`src/rtl/mm2s_eth_packetizer.sv`:
```
// Converts the 64-bit MM2S read stream into a byte stream for the Ethernet MAC.
// Each packet is a 6-byte header followed by a fixed-length payload, zero-padded if MM2S ends early.
module mm2s_eth_packetizer #(
    parameter int          WORDS_PER_PKT = 128,
    parameter logic [15:0] HDR_MAGIC     = 16'hA55A
) (
    input  logic        clk,
    input  logic        reset,
    input  logic [63:0] s_tdata,
    input  logic [7:0]  s_tkeep,
    input  logic        s_tlast,
    input  logic        s_tvalid,
    output logic        s_tready,
    output logic [7:0]  m_tdata,
    output logic        m_tlast,
    output logic        m_tvalid,
    input  logic        m_tready,
    output logic        pkt_done,
    output logic [15:0] seq_num,
    output logic [15:0] short_pkts
);

    localparam logic [12:0] LP_WORDS = 13'(WORDS_PER_PKT);
    localparam logic [15:0] LP_LEN   = 16'(8 * WORDS_PER_PKT);

    localparam logic [1:0] ST_IDLE    = 2'd0;
    localparam logic [1:0] ST_HDR     = 2'd1;
    localparam logic [1:0] ST_PAYLOAD = 2'd2;
    localparam logic [1:0] ST_PAD     = 2'd3;

    logic [1:0]  r_state;
    logic [2:0]  r_idx;
    logic [12:0] r_word_cnt;
    logic [15:0] r_pad_left;
    logic [63:0] r_wbuf;
    logic        r_wbuf_full;
    logic        r_last_seen;
    logic        r_m_tlast;
    logic        r_pkt_done;
    logic [15:0] r_seq_num;
    logic [15:0] r_short_pkts;

    logic        w_m_tvalid;
    logic        w_s_tready;
    logic [7:0]  w_m_tdata;
    logic [7:0]  w_hdr_byte;
    logic        w_m_hs;
    logic        w_s_hs;
    logic [12:0] w_word_cnt_inc;
    logic [15:0] w_pad_len;
    logic        w_unused;

    // s_tkeep is deliberately ignored: every byte of an MM2S word is treated as valid.
    assign w_unused = ^s_tkeep;

    assign w_m_hs         = w_m_tvalid & m_tready;
    assign w_s_hs         = w_s_tready & s_tvalid;
    assign w_word_cnt_inc = r_word_cnt + 13'd1;
    assign w_pad_len      = LP_LEN - {w_word_cnt_inc, 3'b000};

    always_comb begin
        w_hdr_byte = 8'h00;
        case (r_idx)
            3'd0:    w_hdr_byte = HDR_MAGIC[15:8];
            3'd1:    w_hdr_byte = HDR_MAGIC[7:0];
            3'd2:    w_hdr_byte = r_seq_num[15:8];
            3'd3:    w_hdr_byte = r_seq_num[7:0];
            3'd4:    w_hdr_byte = LP_LEN[15:8];
            3'd5:    w_hdr_byte = LP_LEN[7:0];
            default: w_hdr_byte = 8'h00;
        endcase
    end

    // NOTE: every signal driven here gets a default first, so no latch can be inferred.
    always_comb begin
        w_m_tvalid = 1'b0;
        w_s_tready = 1'b0;
        w_m_tdata  = 8'h00;
        case (r_state)
            ST_HDR: begin
                w_m_tvalid = 1'b1;
                w_m_tdata  = w_hdr_byte;
            end
            ST_PAYLOAD: begin
                w_m_tvalid = r_wbuf_full;
                w_s_tready = ~r_wbuf_full;
                w_m_tdata  = r_wbuf[{r_idx, 3'b000} +: 8];
            end
            ST_PAD: begin
                w_m_tvalid = 1'b1;
            end
            default: ;
        endcase
    end

    // NOTE: the word buffer is datapath only, qualified by r_wbuf_full, so it carries no reset.
    always_ff @(posedge clk) begin
        if (w_s_hs) begin
            r_wbuf <= s_tdata;
        end
    end

    always_ff @(posedge clk) begin
        if (reset) begin
            r_state      <= ST_IDLE;
            r_idx        <= 3'd0;
            r_word_cnt   <= 13'd0;
            r_pad_left   <= 16'd0;
            r_wbuf_full  <= 1'b0;
            r_last_seen  <= 1'b0;
            r_m_tlast    <= 1'b0;
            r_pkt_done   <= 1'b0;
            r_seq_num    <= 16'd0;
            r_short_pkts <= 16'd0;
        end else begin
            r_pkt_done <= 1'b0;
            case (r_state)
                ST_IDLE: begin
                    if (s_tvalid) begin
                        r_state <= ST_HDR;
                        r_idx   <= 3'd0;
                    end
                end
                ST_HDR: begin
                    if (w_m_hs) begin
                        if (r_idx == 3'd5) begin
                            r_state     <= ST_PAYLOAD;
                            r_idx       <= 3'd0;
                            r_word_cnt  <= 13'd0;
                            r_wbuf_full <= 1'b0;
                            r_last_seen <= 1'b0;
                        end else begin
                            r_idx <= r_idx + 3'd1;
                        end
                    end
                end
                ST_PAYLOAD: begin
                    if (w_s_hs) begin
                        r_wbuf_full <= 1'b1;
                        r_last_seen <= s_tlast;
                    end
                    if (w_m_hs) begin
                        r_idx <= r_idx + 3'd1;
                        // m_tlast is registered, so it is raised one byte ahead of the final byte.
                        if (r_idx == 3'd6 && w_word_cnt_inc == LP_WORDS) begin
                            r_m_tlast <= 1'b1;
                        end
                        if (r_idx == 3'd7) begin
                            r_wbuf_full <= 1'b0;
                            r_word_cnt  <= w_word_cnt_inc;
                            r_m_tlast   <= 1'b0;
                            if (w_word_cnt_inc == LP_WORDS) begin
                                r_state    <= ST_IDLE;
                                r_pkt_done <= 1'b1;
                                r_seq_num  <= r_seq_num + 16'd1;
                            end else if (r_last_seen) begin
                                r_state    <= ST_PAD;
                                r_pad_left <= w_pad_len;
                                if (r_short_pkts != 16'hFFFF) begin
                                    r_short_pkts <= r_short_pkts + 16'd1;
                                end
                            end
                        end
                    end
                end
                ST_PAD: begin
                    if (w_m_hs) begin
                        r_pad_left <= r_pad_left - 16'd1;
                        if (r_pad_left == 16'd2) begin
                            r_m_tlast <= 1'b1;
                        end
                        if (r_pad_left == 16'd1) begin
                            r_m_tlast  <= 1'b0;
                            r_state    <= ST_IDLE;
                            r_pkt_done <= 1'b1;
                            r_seq_num  <= r_seq_num + 16'd1;
                        end
                    end
                end
                default: r_state <= ST_IDLE;
            endcase
        end
    end

    assign s_tready   = w_s_tready;
    assign m_tvalid   = w_m_tvalid;
    assign m_tdata    = w_m_tdata;
    assign m_tlast    = r_m_tlast;
    assign pkt_done   = r_pkt_done;
    assign seq_num    = r_seq_num;
    assign short_pkts = r_short_pkts;

endmodule
```
`config.mk`:
```
export PLATFORM = sky130hd
export DESIGN_NAME = mm2s_eth_packetizer
export DESIGN_NICKNAME = d
export VERILOG_FILES = /design/src/rtl/mm2s_eth_packetizer.sv
export SDC_FILE = /design/constraint.sdc
export NUM_CORES = 1
export LEC_CHECK = 0
export BUFFER_PORTS_ARGS = -buffer_cell sky130_fd_sc_hd__buf_2
export CAP_MARGIN = 40
export CORE_MARGIN = 5
export CORE_UTILIZATION = 51
export DETAILED_ROUTE_END_ITERATION = 8
export PLACE_DENSITY = 0.82
export SETUP_SLACK_MARGIN = 0.5
export SLEW_MARGIN = 20
export SYNTH_ARGS = -nofsm -noshare
export SYNTH_HDL_FRONTEND = slang
export SYNTH_SLANG_ARGS = --single-unit
```
`constraint.sdc`:
```
create_clock -name clk -period 3.5 [get_ports clk]
set_clock_uncertainty 0.2 [all_clocks]
set_input_delay 0.7 -clock clk [delete_from_list [all_inputs] [get_ports clk]]
set_output_delay 0.7 -clock clk [all_outputs]
set_load 0.1 [all_outputs]
```
==> qor.csv <==
stage;metric;value;unit
run_status;outcome;finished clean;
routing;wirelength;21800;um
synthesis;syn_area;7110;um^2
placement;place_hpwl;12000;um
routing;wire_per_inst;20.8;um
sta;finalMaxSlewViolations;0;
floorplan;io_pins;121;
clock_tree;numCtsBuffers;17;
placement;pre_cts_slack;0.293;ns
sta;hold_viol;0;
worst_setup_path;cp_slowest_stage_delay;0.51;ns
clock_tree;cts_sinks;134;
worst_setup_path;worstPathRequired;2.60;ns
layout;final_net_count;951;
layout;area_growth;28.5;%
worst_setup_path;critPathLaunch;r_idx[0]$_SDFFE_PP0P_;
layout;final_cell_area;9130;um^2
worst_setup_path;cp.arrival;2.29;ns
clock_tree;htree_levels;4;
routing;dr.pass1.iters;6;
global_route;grt-ovfl-total;0;
floorplan;start_util;51.6;%
global_route;grt_pass1_wl;31700;um
sta;fin_crit_sh;91.1;%
layout;fin_util;66.3;%
hold_path;worstHoldPathType;in -> reg;
pwr;power;4.87;mW
pwr;irDropWorstVdd;0.000379;V
pwr;leakagePower;3.22;nW
placement;dp.cells;1000;
layout;layout-drive-gt1-share;33.3;%
synthesis;syn_avg_cell_area;9.67;um^2
global_route;track_usage;24.5;%
synthesis;ys_ff_latch;134;
synthesis;yosys-top-cells-area;edfxtp_1 27%, dfxtp_1 20%, a21oi_1 6.1%;
worst_setup_path;crit_fanout;8;
sta;fmax;0.313;GHz
worst_setup_path;worstSetupEndpointType;output port;
run;cap_violations;0;
clock_tree;clock_latency;0.43;ns
sta;rsz0062_at_grt;yes;
clock_tree;cts_tree;built;
routing;vias;6699;
floorplan;die_h;128;um
sta;setup_viol_count_final;0;
synthesis;yosysWarningCount;0;
placement;io_buffers;112;
clock_tree;clock-root-buffer;clkbuf_16;
placement;placed_cell_area;7910;um^2
worst_setup_path;slowest_stage;mux4_2;
hold_path;worstHoldStart;s_tdata[4];
clock_tree;path_clk_slew;0.07;ns
worst_setup_path;rr_worst_depth;10;
routing;ant_nets;0;
worst_setup_path;start_kind;flop;
placement;gp_congestion;0.856;
sta;max_slew_margin;15.5;%
routing;via_per_inst;6.37;
synthesis;synthDistinctLibCells;68;
synthesis;synth_ff_type;dfxtp_1;
worst_setup_path;r2r_start;r_word_cnt[7]$_SDFFE_PP0P_;
global_route;antenna_found_initial;1;
sta;worstMarginPinSlew;1.26;ns
pwr;powerDensity;534;nW/um^2
worst_setup_path;path_class;reg -> out;
synthesis;yosysTopAreaCellShare;27.0;%
floorplan;dieArea;16400;um^2
synthesis;syn_nets;829;
synthesis;yosysTopAreaCell;edfxtp_1;
global_route;grt_max_degree;61;
routing;drc;0;
floorplan;core_area;13800;um^2
routing;drt_iter0_markers;844;
hold_path;hold_path_depth;1;
sta;final.setup.tns;0;ns
worst_setup_path;path_cells;buf_12 > buf_16 > mux4_2 > nand2_2 > a21oi_2 > a21oi_2 > nor2b_4 > buf_12;
synthesis;seq_area_frac_synth;46.8;%
sta;fin_ws;0.310;ns
synthesis;synthTopCellsByCount;86 x a21oi_1, 82 x nand2_1, 70 x dfxtp_1;
floorplan;rows;43;
layout;instances_no_fill;1051;
floorplan;die_w;128;um
global_route;grt_pass1_vias;6102;
synthesis;synth.most_common_cell;a21oi_1;
sta;period_needed;3.19;ns
sta;whs;0.242;ns
clock_tree;cts_buffer_depth;2;
synthesis;synthArstFlopShare;0;%
synthesis;postSynthCellCount;735;
synthesis;synth_edf_count;64;
## power breakdown
part	switching [mW]	total (mW)	leakage (nW)	internal [mW]
clock	0.742	1.66	0.250	0.920
combinational	0.885	1.43	1.82	0.545
sequential	0.0443	1.78	1.15	1.74
total	1.67	4.87	3.22	3.20
## per-layer routing
metal,track usage (%),vias up,part of all wire [%]
met2,39.3,474,48
met3,6.63,90,9.3
li1,-,2982,-
met5,0,-,0
met1,31.1,3153,39
met4,10.7,0,4.4
## path summary, 6_finish.rpt
check	slack (ns)	end
max	0.31	m_tdata[0]
min	0.24	r_wbuf[4]$_DFFE_PP_
max reg2reg	0.42	seq_num[10]$_SDFFE_PP0P_
min reg2reg	0.28	r_pad_left[15]$_SDFFE_PP0P_
## repair_timing
item | in CTS | in global routing
endpoints found under the hold margin | 0 | 0
pin swaps | 9 | 13
setup buffers | 8 | 7
hold buffers | 0 | 0
gates resized for setup | 70 | 55
endpoints found under the setup margin | 43 | 71
cloned | 3 | 0
## cells in the final DEF (no fill, tap or decap), types with 5 or more instances in the layout
cell type and n:
a211oi_1 5, inv_1 18, nor3_1 21, and3_1 7
clkinvlp_4 6, inv_6 6, o21ai_0 41, nand2_1 72
ha_1 9, or2_2 5, dfxtp_4 6, a21oi_1 69
clkbuf_16 17, o21ai_1 5, dfxtp_1 59, buf_12 12
nand4_1 14, xnor2_1 21, nand2_2 10, edfxtp_1 64
or3_1 14, buf_4 30, nand2b_1 7, buf_2 102
or4_1 14, nand3_1 21, nor2b_4 8, o31ai_1 13
a21oi_2 15, dfxtp_2 5, nor2_1 47, mux4_2 16
## sequential cells by signal (all words and copies together) (netlist names)
signal       count
seq_num         16
r_last_seen      1
short_pkts      16
m_tlast          1
r_wbuf          64
r_word_cnt      13
pkt_done         1
r_state          2
r_idx            3
r_wbuf_full      1
r_pad_left      16
## critical path, delay by kind of cell (launching register included)
kind	cells	cell delay (ns)
compound gates	2	0.29
simple gates	2	0.18
buf+inv	3	0.45
flops	1	0.41
mux	1	0.51
## cell families after synthesis
family | share of synthesized area (%)
XOR/XNOR | 3.33
flip-flops | 46.8
multiplexers | 5.65
AO/OA/AOI/OAI | 16.5
AND/OR/NAND/NOR | 20.4
adder cells (fa/ha/maj) | 2.99
buffers and inverters | 4.33
## area by class of cell
class	instances	area, um^2
sequential	134	3350
clock buffer	18	429
timing repair buffer	150	1100
inverter	21	83.8
antenna	1	2.50
multi-input combinational	533	3820
clock inverter	14	114
fill	972	4640
tap	180	225
Power figures use the tool's default switching activity.
